$ cat src/rtl/asi_ts_sync_rx_pkg.sv
// Shared transport-stream constants and state encoding.
// The ASI output packetiser uses the same definitions.
package asi_ts_sync_rx_pkg;

  typedef logic [7:0] ts_byte_t;

  localparam ts_byte_t TS_SYNC_BYTE = 8'h47;
  localparam ts_byte_t TS_LEN_188   = 8'd188;
  localparam ts_byte_t TS_LEN_204   = 8'd204;

  typedef enum logic [1:0] {
    HUNT   = 2'd0,
    VERIFY = 2'd1,
    LOCK   = 2'd2
  } ts_state_e;

  // Packet length selected by the 188/204 flag.
  function automatic ts_byte_t ts_len(input logic is188);
    return is188 ? TS_LEN_188 : TS_LEN_204;
  endfunction

endpackage

$ cat src/rtl/asi_ts_sync_rx_if.sv
// Byte bus of the TS aligner: raw bytes in, aligned packet bytes and status out.
// master = upstream/consumer side, slave = the aligner.
interface asi_ts_sync_rx_if;
  import asi_ts_sync_rx_pkg::*;

  ts_byte_t i_Data;
  logic     i_Valid;
  ts_byte_t o_Data;
  logic     o_Valid;
  logic     o_Sync;
  ts_byte_t o_ContaByte;
  logic     o_BtsComp;
  logic     o_Lock;
  logic     o_ErrSync;

  modport master (
    output i_Data, i_Valid,
    input  o_Data, o_Valid, o_Sync, o_ContaByte, o_BtsComp, o_Lock, o_ErrSync
  );

  modport slave (
    input  i_Data, i_Valid,
    output o_Data, o_Valid, o_Sync, o_ContaByte, o_BtsComp, o_Lock, o_ErrSync
  );
endinterface

$ cat src/rtl/asi_ts_sync_rx.sv
// ASI receive TS aligner: hunts 0x47, auto-detects 188/204-byte packets and
// forwards aligned bytes with sync, byte index and length flags once locked.
module asi_ts_sync_rx
  import asi_ts_sync_rx_pkg::*;
#(
  parameter int unsigned LOCK_COUNT   = 3,
  parameter int unsigned UNLOCK_COUNT = 3
) (
  input  logic               i_Clk27Mhz,
  input  logic               i_nRst27Mhz,
  asi_ts_sync_rx_if.slave    io_Bus
);

  localparam logic [2:0] LC = 3'(LOCK_COUNT);
  localparam logic [2:0] UC = 3'(UNLOCK_COUNT);

  ts_state_e r_State;
  ts_byte_t  r_Pos;
  logic [2:0] r_Good;
  logic [2:0] r_Miss;
  logic      r_LenKnown;
  logic      r_Len188;
  logic      r_BtsComp;
  ts_byte_t  r_Data;
  logic      r_Valid;
  logic      r_Sync;
  ts_byte_t  r_ContaByte;
  logic      r_ErrSync;

  ts_state_e w_State_n;
  ts_byte_t  w_Pos_n;
  logic [2:0] w_Good_n;
  logic [2:0] w_Miss_n;
  logic      w_LenKnown_n;
  logic      w_Len188_n;
  logic      w_OutValid;
  logic      w_OutSync;
  logic      w_OutErr;
  ts_byte_t  w_OutConta;
  logic      w_BtsLoad;
  logic      w_IsSync;
  logic      w_SyncOk;
  ts_byte_t  w_PosInc;
  ts_byte_t  w_PosWrap;
  ts_byte_t  w_LenVal;
  logic [2:0] w_GoodNext;
  logic [2:0] w_MissInc;

  always_comb begin
    w_State_n    = r_State;
    w_Pos_n      = r_Pos;
    w_Good_n     = r_Good;
    w_Miss_n     = r_Miss;
    w_LenKnown_n = r_LenKnown;
    w_Len188_n   = r_Len188;
    w_OutValid   = 1'b0;
    w_OutSync    = 1'b0;
    w_OutErr     = 1'b0;
    w_OutConta   = r_ContaByte;
    w_BtsLoad    = 1'b0;
    w_SyncOk     = 1'b0;
    w_IsSync     = (io_Bus.i_Data == TS_SYNC_BYTE);
    w_PosInc     = r_Pos + 8'd1;
    w_LenVal     = ts_len(r_Len188);
    w_PosWrap    = (r_Pos == w_LenVal - 8'd1) ? '0 : w_PosInc;
    w_GoodNext   = r_LenKnown ? (r_Good + 3'd1) : 3'd2;
    w_MissInc    = r_Miss + 3'd1;

    if (io_Bus.i_Valid) begin
      unique case (r_State)
        HUNT: begin
          if (w_IsSync) begin
            w_State_n    = VERIFY;
            w_Pos_n      = '0;
            w_Good_n     = 3'd1;
            w_LenKnown_n = 1'b0;
          end
        end

        VERIFY: begin
          w_Pos_n = w_PosInc;
          if (!r_LenKnown) begin
            // 188 is checked before 204; the first spacing that holds a sync wins
            if (w_IsSync && (w_PosInc == TS_LEN_188 || w_PosInc == TS_LEN_204)) begin
              w_SyncOk     = 1'b1;
              w_LenKnown_n = 1'b1;
              w_Len188_n   = (w_PosInc == TS_LEN_188);
            end else if (w_PosInc == TS_LEN_204) begin
              w_State_n = HUNT;
            end
          end else if (w_PosInc == w_LenVal) begin
            if (w_IsSync) w_SyncOk  = 1'b1;
            else          w_State_n = HUNT;
          end

          if (w_SyncOk) begin
            w_Pos_n  = '0;
            w_Good_n = w_GoodNext;
            if (w_GoodNext == LC) begin
              w_State_n  = LOCK;
              w_Miss_n   = '0;
              w_BtsLoad  = 1'b1;
              w_OutValid = 1'b1;
              w_OutSync  = 1'b1;
              w_OutConta = '0;
            end
          end

          if (w_State_n == HUNT) begin
            w_Pos_n  = '0;
            w_Good_n = '0;
          end
        end

        LOCK: begin
          w_Pos_n = w_PosWrap;
          if (w_PosWrap == '0) begin
            if (w_IsSync) begin
              w_Miss_n   = '0;
              w_OutValid = 1'b1;
              w_OutSync  = 1'b1;
              w_OutConta = '0;
            end else begin
              w_OutErr = 1'b1;
              w_Miss_n = w_MissInc;
              // Final miss drops lock; that byte is not forwarded
              if (w_MissInc == UC) begin
                w_State_n = HUNT;
                w_Pos_n   = '0;
                w_Good_n  = '0;
                w_Miss_n  = '0;
              end else begin
                w_OutValid = 1'b1;
                w_OutSync  = 1'b1;
                w_OutConta = '0;
              end
            end
          end else begin
            w_OutValid = 1'b1;
            w_OutConta = w_PosWrap;
          end
        end

        default: begin
          w_State_n = HUNT;
          w_Pos_n   = '0;
          w_Good_n  = '0;
          w_Miss_n  = '0;
        end
      endcase
    end
  end

  always_ff @(posedge i_Clk27Mhz or negedge i_nRst27Mhz) begin
    if (!i_nRst27Mhz) begin
      r_State     <= HUNT;
      r_Pos       <= '0;
      r_Good      <= '0;
      r_Miss      <= '0;
      r_LenKnown  <= 1'b0;
      r_Len188    <= 1'b1;
      r_BtsComp   <= 1'b1;
      r_Data      <= '0;
      r_Valid     <= 1'b0;
      r_Sync      <= 1'b0;
      r_ContaByte <= '0;
      r_ErrSync   <= 1'b0;
    end else begin
      r_State    <= w_State_n;
      r_Pos      <= w_Pos_n;
      r_Good     <= w_Good_n;
      r_Miss     <= w_Miss_n;
      r_LenKnown <= w_LenKnown_n;
      r_Len188   <= w_Len188_n;
      r_Valid    <= w_OutValid;
      r_Sync     <= w_OutSync;
      r_ErrSync  <= w_OutErr;
      if (w_OutValid) begin
        r_Data      <= io_Bus.i_Data;
        r_ContaByte <= w_OutConta;
      end
      if (w_BtsLoad) r_BtsComp <= w_Len188_n;
    end
  end

  assign io_Bus.o_Data      = r_Data;
  assign io_Bus.o_Valid     = r_Valid;
  assign io_Bus.o_Sync      = r_Sync;
  assign io_Bus.o_ContaByte = r_ContaByte;
  assign io_Bus.o_BtsComp   = r_BtsComp;
  assign io_Bus.o_Lock      = (r_State == LOCK);
  assign io_Bus.o_ErrSync   = r_ErrSync;

endmodule

$ cat src/flat_wrapper.sv
// flat-port wrapper written by rule: the top's interface ports become plain ports
module asi_ts_sync_rx_flat import asi_ts_sync_rx_pkg::*;
#(
  parameter int unsigned LOCK_COUNT   = 3,
  parameter int unsigned UNLOCK_COUNT = 3
)
  (i_Clk27Mhz, i_nRst27Mhz, io_Bus_i_Data, io_Bus_i_Valid, io_Bus_o_Data, io_Bus_o_Valid, io_Bus_o_Sync, io_Bus_o_ContaByte, io_Bus_o_BtsComp, io_Bus_o_Lock, io_Bus_o_ErrSync);
  asi_ts_sync_rx_if io_Bus_i ();
  input  logic i_Clk27Mhz;
  input  logic i_nRst27Mhz;
  input wire logic [$bits(io_Bus_i.i_Data)-1:0] io_Bus_i_Data;
  input wire logic [$bits(io_Bus_i.i_Valid)-1:0] io_Bus_i_Valid;
  output wire logic [$bits(io_Bus_i.o_Data)-1:0] io_Bus_o_Data;
  output wire logic [$bits(io_Bus_i.o_Valid)-1:0] io_Bus_o_Valid;
  output wire logic [$bits(io_Bus_i.o_Sync)-1:0] io_Bus_o_Sync;
  output wire logic [$bits(io_Bus_i.o_ContaByte)-1:0] io_Bus_o_ContaByte;
  output wire logic [$bits(io_Bus_i.o_BtsComp)-1:0] io_Bus_o_BtsComp;
  output wire logic [$bits(io_Bus_i.o_Lock)-1:0] io_Bus_o_Lock;
  output wire logic [$bits(io_Bus_i.o_ErrSync)-1:0] io_Bus_o_ErrSync;
  assign io_Bus_i.i_Data = io_Bus_i_Data;
  assign io_Bus_i.i_Valid = io_Bus_i_Valid;
  assign io_Bus_o_Data = io_Bus_i.o_Data;
  assign io_Bus_o_Valid = io_Bus_i.o_Valid;
  assign io_Bus_o_Sync = io_Bus_i.o_Sync;
  assign io_Bus_o_ContaByte = io_Bus_i.o_ContaByte;
  assign io_Bus_o_BtsComp = io_Bus_i.o_BtsComp;
  assign io_Bus_o_Lock = io_Bus_i.o_Lock;
  assign io_Bus_o_ErrSync = io_Bus_i.o_ErrSync;
  asi_ts_sync_rx #(.LOCK_COUNT(LOCK_COUNT), .UNLOCK_COUNT(UNLOCK_COUNT)) u_core (.i_Clk27Mhz(i_Clk27Mhz), .i_nRst27Mhz(i_nRst27Mhz), .io_Bus(io_Bus_i));
endmodule
$ cat config.mk
export PLATFORM = sky130hd
export DESIGN_NAME = asi_ts_sync_rx_flat
export DESIGN_NICKNAME = d
export VERILOG_FILES = /design/src/rtl/asi_ts_sync_rx_pkg.sv /design/src/rtl/asi_ts_sync_rx_if.sv /design/src/rtl/asi_ts_sync_rx.sv /design/src/flat_wrapper.sv
export SDC_FILE = /design/constraint.sdc
export NUM_CORES = 1
export LEC_CHECK = 0
export BUFFER_PORTS_ARGS = -buffer_cell sky130_fd_sc_hd__clkbuf_2
export CORE_ASPECT_RATIO = 1.25
export CORE_UTILIZATION = 50
export DETAILED_ROUTE_END_ITERATION = 7
export GPL_TIMING_DRIVEN = 0
export PLACE_DENSITY = 0.82
export SETUP_SLACK_MARGIN = 0.2
export SYNTH_ARGS = -nofsm -noshare
export SYNTH_HDL_FRONTEND = slang
export SYNTH_SLANG_ARGS = --single-unit
$ cat constraint.sdc
create_clock -name i_Clk27Mhz -period 3.1 [get_ports i_Clk27Mhz]
set_input_delay 0.465 -clock i_Clk27Mhz [delete_from_list [all_inputs] [get_ports i_Clk27Mhz]]
set_output_delay 0.465 -clock i_Clk27Mhz [all_outputs]
set_load 0.01 [all_outputs]
==> results.ini, run 1 <==
[routing]
vias_per_cell = 6.00
dr.pass1.iters = 4
dr.first_iter.drc_count = 124
wl_per_cell_um = 16.3
antenna_left = 0
wirelength_um = 5680
vias = 2094
drc = 0

[placed_design]
gp_congestion = 0.874
hpwl_um = 4130
dp_cells = 339
place_area_um2 = 2740
port-buffer-count = 31

[timing]
final_max_slew_viol_count = 0
finalSetupViolCount = 0
relSlewSlack_pct = 37.2
hold_violations = 0
final.period_utilization_pct = 89.4
worst_slew_pin_slew_ns = 0.942
fmax_mhz = 361
fin_skew_ns = 0.00907
period_needed_ns = 2.77
rsz0062_at_grt = false

[grt]
grt_pass1_vias = 2090
track_usage_pct = 23.6
antenna_found_initial = 0
grt_max_degree = 39
overflow = 0
grt_pass1_wl_um = 9510

[pwr]
ir_drop_mv = 0.557
p_per_area_nw_per_um2 = 655
power_w = 0.00191
p_leak_nw = 1.32

[worst_hold_path]
min_path_type = in -> async

[logic_synthesis]
synth.top_cell.area_share_pct = 35.9
synth_top_area_cell = dfrtp_1
ys_types = 65
syn_area_um2 = 2510
syn_inst = 248
yosysMostFrequentCell = dfrtp_1
avgSynthCellArea_um2 = 10.1
synth_fp_nets = 267
ys.flop_type = dfrtp_1
synth_edf_count = 0
synth_common_cells = dfrtp_1 (36), nor2_1 (26), nand2_1 (17), inv_1 (12), mux2_2 (12)
yosysWarnings = 0
async_flop_share_pct = 100
ys_ff_latch = 38
yosys-top-cells-area = dfrtp_1 (36%), mux2_2 (5.4%), mux2_4 (4.2%)
ys_seq_area_share_pct = 38.0

[worst_setup_path]
reg2reg_to = u_core.io_Bus.o_ContaByte[6]$_DFFE_PN0P_
critPathCaptureType = flop
critPathSlowestCell = nor3b_1
required_ns = 3.29
cp_max_fo = 10
crit_type = reg -> reg
reg2reg_depth = 9
arrival_ns = 2.96
start_kind = flop
path_cells = clkbuf_1 > nor3b_1 > mux2i_4 > a211oi_2 > o211a_4 > o21ba_1 > buf_6 > o311ai_4 > mux2_4
setup.worst_path.start = u_core.r_Pos[7]$_DFFE_PN0P_
r2r_start = u_core.r_Pos[7]$_DFFE_PN0P_
critical-path-max-stage-delay_ns = 0.42
r2r_slack_ns = 0.33

[final_layout]
n_antenna_cell = 0
synthToLayoutAreaGrowth_pct = 16.6
fin_cells = 349
stdcell_area_um2 = 2920
drive_gt1_share_pct = 31.5
final_nets = 308

[floorplan]
die_area_um2 = 5300
die_h_um = 81.2
rows = 28
core_area_um2 = 4760
io_pins = 32
die_x_um = 65.3
start_util_pct = 52.6

[clock_network]
path_clk_slew_ns = 0.08
clock_path_buffers = 2
cts_tree = done
clkSinkCount = 38
hold_buffers = 0
cts_inserted_buffers = 5
clock_latency_ns = 0.30
cts_root_buf = clkbuf_8
htreeDepth = 2

[flow_run]
maxCapViolations = 0

[run_status]
status = complete, no violations

==> worst max path at each step <==
stage                                                     to  slack, ns  cells past startpoint
floorplan           u_core.io_Bus.o_ContaByte[5]$_DFFE_PN0P_       0.42                      9
global placement                 u_core.r_Pos[0]$_DFFE_PN0P_      0.008                      8
detailed placement               u_core.r_Pos[0]$_DFFE_PN0P_      -0.04                      8
CTS                 u_core.io_Bus.o_ContaByte[6]$_DFFE_PN0P_       0.22                      9
global route        u_core.io_Bus.o_ContaByte[2]$_DFFE_PN0P_       0.17                      9
finish              u_core.io_Bus.o_ContaByte[6]$_DFFE_PN0P_       0.33                      9
==> layout make-up <==
type / count / area, um2
flip-flops and latches: 38 / 956
repair buffers: 34 / 178
well taps: 60 / 75.1
fillers: 431 / 1840
clock inverters: 1 / 30.0
clock buffers: 6 / 82.6
multi-input cells: 188 / 1510
plain buffers: 10 / 50.0
inverters: 12 / 45.0
==> per-layer routing <==
layer | GRT usage, % | up-vias | part of all wire [%]
li1 | - | 999 | -
met1 | 27.8 | 1009 | 41
met2 | 40.0 | 69 | 51
met3 | 4.07 | 17 | 4.4
met4 | 13.7 | 0 | 3.4
met5 | 0 | - | 0
==> cells in the final DEF (no fill, tap or decap), types with 3 or more instances in the layout <==
master | Yosys | final
nand2_1 | 17 | 17
buf_2 | 3 | 3
clkbuf_1 | 4 | 4
nor2_1 | 26 | 26
a31oi_1 | 4 | 4
dfrtp_1 | 36 | 34
buf_4 | 0 | 3
a21oi_1 | 9 | 7
clkbuf_2 | 1 | 32
o21ai_0 | 5 | 3
mux2_2 | 12 | 12
nand2b_1 | 6 | 6
nor3_1 | 5 | 5
nand4_1 | 4 | 4
or3_1 | 3 | 3
inv_1 | 12 | 12
ha_1 | 8 | 7
nor2b_1 | 4 | 4
clkbuf_8 | 0 | 6
a22o_1 | 5 | 5
a21o_1 | 4 | 4
nand3_1 | 10 | 10
mux2_4 | 7 | 7
==> stage by stage <==
step	hold WS [ns]	worst slack, ns	setup TNS, ns	utilization, %
floorplan	0.169	0.419	0	-
global placement	0.484	0.00778	0	57.4
detailed placement	0.491	-0.0413	-0.107	57.4
CTS	0.338	0.224	0	60.4
global route	0.392	0.174	0	61.3
finish	0.300	0.329	0	61.3
==> where the power goes <==
group          total, W  switching, W  internal, W
Sequential     0.000678     0.0000776     0.000600
Combinational  0.000802      0.000474     0.000328
Clock          0.000433      0.000175     0.000257
Total           0.00191      0.000727      0.00119
==> critical path, delay by kind of cell (launching register included) <==
| kind | cells | cell delay (ns) |
|---|---|---|
| buf+inv | 2 | 0.48 |
| mux | 2 | 0.53 |
| compound gates | 4 | 0.90 |
| simple gates | 1 | 0.42 |
| flops | 1 | 0.32 |
==> logic make-up after synthesis <==
| logic type | Yosys count | share of synthesized area (%) |
|---|---|---|
| adder cells (fa/ha/maj) | 8 | 3.99 |
| multiplexers | 21 | 10.4 |
| buffers and inverters | 22 | 3.79 |
| flip-flops | 38 | 38.0 |
| AO/OA/AOI/OAI | 58 | 20.2 |
| XOR/XNOR | 4 | 1.40 |
| AND/OR/NAND/NOR | 97 | 22.2 |
==> state kept, by name (all words and copies together) (netlist names) <==
name,flops
u_core.r_State,2
u_core.r_Good,3
u_core.r_Len188,1
u_core.io_Bus.o_ErrSync,1
u_core.io_Bus.o_BtsComp,1
u_core.r_LenKnown,1
u_core.io_Bus.o_ContaByte,8
u_core.r_Miss,3
u_core.io_Bus.o_Valid,1
u_core.r_Pos,8
u_core.io_Bus.o_Sync,1
u_core.io_Bus.o_Data,8
==> repair_timing <==
item | 4_1_cts | 5_1_grt
cloned | 0 | 0
buffers inserted | 1 | 2
gates resized for setup | 8 | 6
endpoints found under the setup margin | 19 | 18
pin swaps | 1 | 1
endpoints found under the hold margin | 0 | 0
Note: power is estimated with default switching activity, not from simulation.
==> inputs of run 2 (changes only) <==
--- a/config.mk
+++ b/config.mk
@@ -10,7 +10,7 @@
 export CORE_UTILIZATION = 50
 export DETAILED_ROUTE_END_ITERATION = 7
 export GPL_TIMING_DRIVEN = 0
-export PLACE_DENSITY = 0.82
+export PLACE_DENSITY = 0.8
 export SETUP_SLACK_MARGIN = 0.2
 export SYNTH_ARGS = -nofsm -noshare
 export SYNTH_HDL_FRONTEND = slang
==> results.ini, run 2 (same netlist as run 1, synthesis figures left out) <==
[grt]
grt_max_degree = 39  ; unchanged
antenna_found_initial = 0  ; unchanged
grt_pass1_vias = 2130  ; +1.9%
track_usage_pct = 24.0  ; +0.45 points
overflow = 0  ; unchanged
grt_pass1_wl_um = 9630  ; +1.3%

[clock_network]
htreeDepth = 2  ; unchanged
clkSinkCount = 38  ; unchanged
cts_tree = done
cts_root_buf = clkbuf_8
path_clk_slew_ns = 0.07  ; about the same
clock_latency_ns = 0.29  ; about the same
clock_path_buffers = 2  ; unchanged
cts_inserted_buffers = 5  ; unchanged

[worst_setup_path]
crit_type = reg -> reg
required_ns = 3.33  ; +0.04 ns
cp_max_fo = 8  ; -2
critPathCaptureType = flop
start_kind = flop
r2r_slack_ns = 0.35  ; +0.02 ns
arrival_ns = 2.98  ; +0.02 ns

[floorplan]
die_area_um2 = 5300  ; unchanged
start_util_pct = 52.6  ; unchanged
die_h_um = 81.2  ; unchanged
core_area_um2 = 4760  ; unchanged
rows = 28  ; unchanged
die_x_um = 65.3  ; unchanged
io_pins = 32  ; unchanged

[routing]
highest_layer = met4
drc = 0  ; unchanged
wl_met2_um = 2850  ; -1.4%
dr.first_iter.drc_count = 148  ; +19%
dr.pass1.iters = 4  ; unchanged
wl_met1_um = 2360  ; +0.55%
vias = 2150  ; +2.7%
wl_met3_um = 288  ; +16%
vias_per_cell = 6.16  ; +2.7%
wl_per_cell_um = 16.2  ; -0.63%
wirelength_um = 5650  ; -0.63%
antenna_left = 0  ; unchanged

[final_layout]
final_nets = 307  ; -0.32%
fillCellCount = 429  ; -0.46%
n_antenna_cell = 0  ; unchanged
drive_gt1_share_pct = 31.5  ; unchanged
final_cell_mix = dfrtp_1 (34), clkbuf_2 (32), nor2_1 (26), nand2_1 (17)
synthToLayoutAreaGrowth_pct = 15.8
final_core_util_pct = 60.9  ; -0.39 points
final_common_cell = dfrtp_1

[pwr]
p_per_area_nw_per_um2 = 654  ; -0.12%
p_leak_nw = 1.31  ; -0.89%
power_w = 0.00190  ; -0.76%
ir_drop_mv = 0.564  ; +1.1%

[timing]
finalSetupViolCount = 0  ; unchanged
period_needed_ns = 2.75  ; -0.0232 ns
fin_skew_ns = 0.00216  ; -0.00692 ns
fmax_mhz = 364  ; +0.84%
final_max_slew_viol_count = 0  ; unchanged
rsz0062_at_grt = false
worst_slew_pin_slew_ns = 0.900  ; -0.0423 ns
hold_violations = 0  ; unchanged
relSlewSlack_pct = 40.0  ; +2.8 points
final.period_utilization_pct = 88.6  ; -0.75 points

[run_status]
status = complete, no violations

[flow_run]
maxCapViolations = 0  ; unchanged

[placed_design]
gp_congestion = 0.871  ; -0.39%
hpwl_um = 4140  ; +0.30%
port-buffer-count = 31  ; unchanged

[worst_hold_path]
min_path_type = in -> async

[run 2: report_power, final]
| part | switching, W | leakage (nW) | internal [W] |
|---|---|---|---|
| clock network | 0.000169 | 0.0524 | 0.000241 |
| registers | 0.0000750 | 0.497 | 0.000600 |
| logic | 0.000479 | 0.757 | 0.000334 |
| total | 0.000723 | 1.31 | 0.00117 |
[run 2: worst paths after layout]
check / startpoint / to / cells after the start
setup / recovery: u_core.r_Pos[0]$_DFFE_PN0P_ / u_core.r_Pos[0]$_DFFE_PN0P_ / 8
hold / removal: i_nRst27Mhz / u_core.io_Bus.o_ContaByte[4]$_DFFE_PN0P_ / 1
setup reg to reg: u_core.r_Pos[0]$_DFFE_PN0P_ / u_core.r_Pos[0]$_DFFE_PN0P_ / 8
hold reg to reg: u_core.r_Good[1]$_DFFE_PN0P_ / u_core.r_Good[1]$_DFFE_PN0P_ / 1
max in group asynchronous: i_nRst27Mhz / u_core.r_Pos[1]$_DFFE_PN0P_ / 1
min in group i_Clk27Mhz: io_Bus_i_Data[3] / u_core.io_Bus.o_Data[3]$_DFFE_PN0P_ / 2
[run 2: per-layer routing]
metal / vias up / GRT usage (%)
li1: 1000 / -
met1: 1054 / 28.5
met2: 81 / 41.1
met3: 15 / 4.21
met4: 0 / 12.6
met5: - / 0
[run 2: worst max-delay path, stage by stage (launching register included)]
cell	delay (ns)
dfrtp_2	0.46
ha_2	0.28
and3_2	0.27
mux2i_4	0.32
a21o_1	0.16
o311a_1	0.34
o21ai_2	0.18
a211oi_4	0.44
mux2_2	0.22
[run 2: repair_timing]
| item | CTS | global route |
|---|---|---|
| resized for setup | 8 | 8 |
| pin swaps | 1 | 2 |
| setup buffers | 1 | 1 |
| hold buffers | 0 | 0 |
| setup endpoints to repair | 17 | 22 |
[run 2: layout make-up]
class | count | area [um2] | area share [%]
Timing Repair Buffer | 33 | 170 | 5.86
Buffer | 10 | 50.0 | 1.72
Inverter | 12 | 45.0 | 1.55
Multi-Input combinational cell | 188 | 1500 | 51.7
Clock buffer | 7 | 76.3 | 2.63
Tap cell | 60 | 75.1 | 2.59
Clock inverter | 1 | 30.0 | 1.03
Sequential cell | 38 | 956 | 32.9
[run 2: metrics by stage]
step | setup TNS, ns | cells | hold slack (ns) | instance area [um2] | worst slack, ns
6_report | 0 | 349 | 0.289 | 2900 | 0.353
5_1_grt | 0 | 349 | 0.379 | 2900 | 0.211
2_1_floorplan | 0 | 248 | 0.169 | 2510 | 0.419
3_3_place_gp | -0.0392 | 339 | 0.485 | 2740 | -0.0271
4_1_cts | 0 | 348 | 0.329 | 2880 | 0.203
3_5_place_dp | -0.241 | 339 | 0.491 | 2740 | -0.0733
==> inputs of run 3 (changes only) <==
--- a/config.mk
+++ b/config.mk
@@ -12,6 +12,7 @@
 export GPL_TIMING_DRIVEN = 0
 export PLACE_DENSITY = 0.8
 export SETUP_SLACK_MARGIN = 0.2
+export SLEW_MARGIN = 20
 export SYNTH_ARGS = -nofsm -noshare
 export SYNTH_HDL_FRONTEND = slang
 export SYNTH_SLANG_ARGS = --single-unit
==> constraint.sdc (replaced) <==
create_clock -name i_Clk27Mhz -period 3.1 [get_ports i_Clk27Mhz]
set_input_delay 0.62 -clock i_Clk27Mhz [delete_from_list [all_inputs] [get_ports i_Clk27Mhz]]
set_output_delay 0.62 -clock i_Clk27Mhz [all_outputs]
set_load 0.01 [all_outputs]
==> results.ini, run 3 (same netlist as run 1, synthesis figures left out) <==
[final_layout]
register_area_um2 = 956  ; unchanged
synthToLayoutAreaGrowth_pct = 16.5
multi_input_area_um2 = 1510  ; +0.67%
final_common_cell = dfrtp_1
final_nets = 308  ; +0.33%
final_cell_mix = dfrtp_1 (34), clkbuf_2 (32), nor2_1 (26), nand2_1 (17)
fillCellCount = 425  ; -0.93%
n_antenna_cell = 0  ; unchanged
drive_gt1_share_pct = 31.7  ; +0.24 points

[floorplan]
die_x_um = 65.3  ; unchanged
start_util_pct = 52.6  ; unchanged
die_h_um = 81.2  ; unchanged
core_area_um2 = 4760  ; unchanged
io_pins = 32  ; unchanged
die_area_um2 = 5300  ; unchanged
rows = 28  ; unchanged

[routing]
drc = 0  ; unchanged
highest_layer = met4
wl_met3_um = 248  ; -14%
wl_met2_um = 2860  ; +0.35%
wl_met1_um = 2460  ; +4.2%
vias = 2137  ; -0.60%
vias_per_cell = 6.11  ; -0.89%
dr.first_iter.drc_count = 131  ; -11%
wl_per_cell_um = 16.3  ; +0.99%
dr.pass1.iters = 5  ; +1
wirelength_um = 5720  ; +1.3%
antenna_left = 0  ; unchanged

[timing]
fin_skew_ns = 0.00176  ; -0.000395 ns
worst_hold_slack_ns = 0.443  ; +0.154 ns
rsz0062_at_grt = false
worst_slew_pin_slew_ns = 0.899  ; -0.000795 ns
final_max_slew_viol_count = 0  ; unchanged
finalSetupViolCount = 0  ; unchanged
final.period_utilization_pct = 90.6  ; +1.9 points
fmax_mhz = 356  ; -2.1%
hold_violations = 0  ; unchanged
period_needed_ns = 2.81  ; +0.0601 ns
relSlewSlack_pct = 40.0  ; +0.053 points

[worst_setup_path]
cp_max_fo = 7  ; -1
critPathCaptureType = flop
critical-path-max-stage-delay_ns = 0.57  ; +0.11 ns
path_cells = clkbuf_2 > or4b_4 > or2_1 > clkbuf_1 > or3_1 > o311a_1 > o21ai_2 > a21oi_1 > a221o_1
crit_type = in -> reg
arrival_ns = 2.98  ; about the same
critPathSlowestCell = or4b_4
start_kind = input pin
required_ns = 3.28  ; -0.05 ns

[pwr]
p_sw_w = 0.000726  ; +0.36%
ir_drop_mv = 0.562  ; -0.39%
swShare_pct = 38.3  ; +0.15 points
seqPwrFrac_pct = 35.8  ; +0.2 points
p_int_w = 0.00117  ; -0.26%
p_leak_nw = 1.31  ; +0.39%
clock_power_share_pct = 21.6  ; about the same
p_per_area_nw_per_um2 = 650  ; -0.63%
power_w = 0.00190  ; about the same
pwr-share-comb_pct = 42.6  ; -0.2 points

[clock_network]
cts_tree = done
path_clk_slew_ns = 0.07  ; about the same
clock_path_buffers = 2  ; unchanged
htreeDepth = 2  ; unchanged
clkSinkCount = 38  ; unchanged
cts_inserted_buffers = 5  ; unchanged
clock_latency_ns = 0.29  ; about the same
cts_root_buf = clkbuf_8

[flow_run]
maxCapViolations = 0  ; unchanged

[placed_design]
hpwl_um = 4140  ; unchanged
gp_congestion = 0.871  ; unchanged
port-buffer-count = 31  ; unchanged

[worst_hold_path]
min_path_type = in -> async

[run_status]
status = complete, no violations

[grt]
grt_pass1_wl_um = 9630  ; unchanged
track_usage_pct = 24.0  ; unchanged
overflow = 0  ; unchanged
grt_max_degree = 39  ; unchanged
grt_pass1_vias = 2130  ; unchanged
antenna_found_initial = 0  ; unchanged

[run 3: power by group through the flow]
stage	Combinational [W]	Sequential, W	Clock (W)
after detailed placement	0.000753	0.000685	0
after CTS	0.000793	0.000676	0.000415
after global placement	0.000732	0.000676	0
final	0.000808	0.000680	0.000410
after global routing	0.000892	0.000697	0.000433
after floorplan	0.000509	0.000704	0
[run 3: layout make-up]
type / instances / area share (%)
buffer: 10 / 1.71
clock buffer: 7 / 2.61
clock inverter: 1 / 1.03
inverter: 12 / 1.54
multi-input combinational: 188 / 51.7
sequential: 38 / 32.7
tap: 60 / 2.57
timing repair buffer: 34 / 6.08
[run 3: path summary, 6_finish.rpt]
kind | start | end | slack (ns) | cells past startpoint
min in group i_Clk27Mhz | u_core.r_Good[1]$_DFFE_PN0P_ | u_core.r_Good[1]$_DFFE_PN0P_ | 0.50 | 1
setup reg to reg | u_core.r_Pos[7]$_DFFE_PN0P_ | u_core.io_Bus.o_ContaByte[7]$_DFFE_PN0P_ | 0.37 | 9
setup / recovery | io_Bus_i_Data[5] | u_core.r_Pos[2]$_DFFE_PN0P_ | 0.29 | 9
hold reg to reg | u_core.r_Good[1]$_DFFE_PN0P_ | u_core.r_Good[1]$_DFFE_PN0P_ | 0.50 | 1
max in group asynchronous | i_nRst27Mhz | u_core.r_Pos[1]$_DFFE_PN0P_ | 2.05 | 1
hold / removal | i_nRst27Mhz | u_core.io_Bus.o_ContaByte[4]$_DFFE_PN0P_ | 0.44 | 1
[run 3: metal layers]
layer / up-vias / track usage [%]
met2: 73 / 41.1
met3: 16 / 4.21
met4: 0 / 12.6
met1: 1044 / 28.5
li1: 1004 / -
met5: - / 0
[run 3: what timing repair did]
item	in CTS	in global routing
setup buffers	1	2
endpoints found under the hold margin	0	0
hold buffers	0	0
endpoints found under the setup margin	17	22
pin swaps	1	2
gates resized for setup	8	9
[run 3: through the flow]
step | utilization [%] | setup TNS [ns] | cell area [um2] | setup slack [ns] | std cells
global placement | 57.4 | -0.600 | 2740 | -0.0772 | 339
global route | 61.3 | 0 | 2920 | 0.232 | 350
CTS | 60.5 | 0 | 2880 | 0.203 | 348
finish | 61.3 | 0 | 2920 | 0.293 | 350
detailed placement | 57.4 | -0.763 | 2740 | -0.102 | 339
floorplan | - | 0 | 2510 | 0.302 | 248
[run 3: critical path, delay by kind of cell]
family / cells / cell delay, ns
AOI/OAI and AO/OA: 4 / 0.87
buffers and inverters: 2 / 0.26
and+or+nand+nor: 3 / 1.22
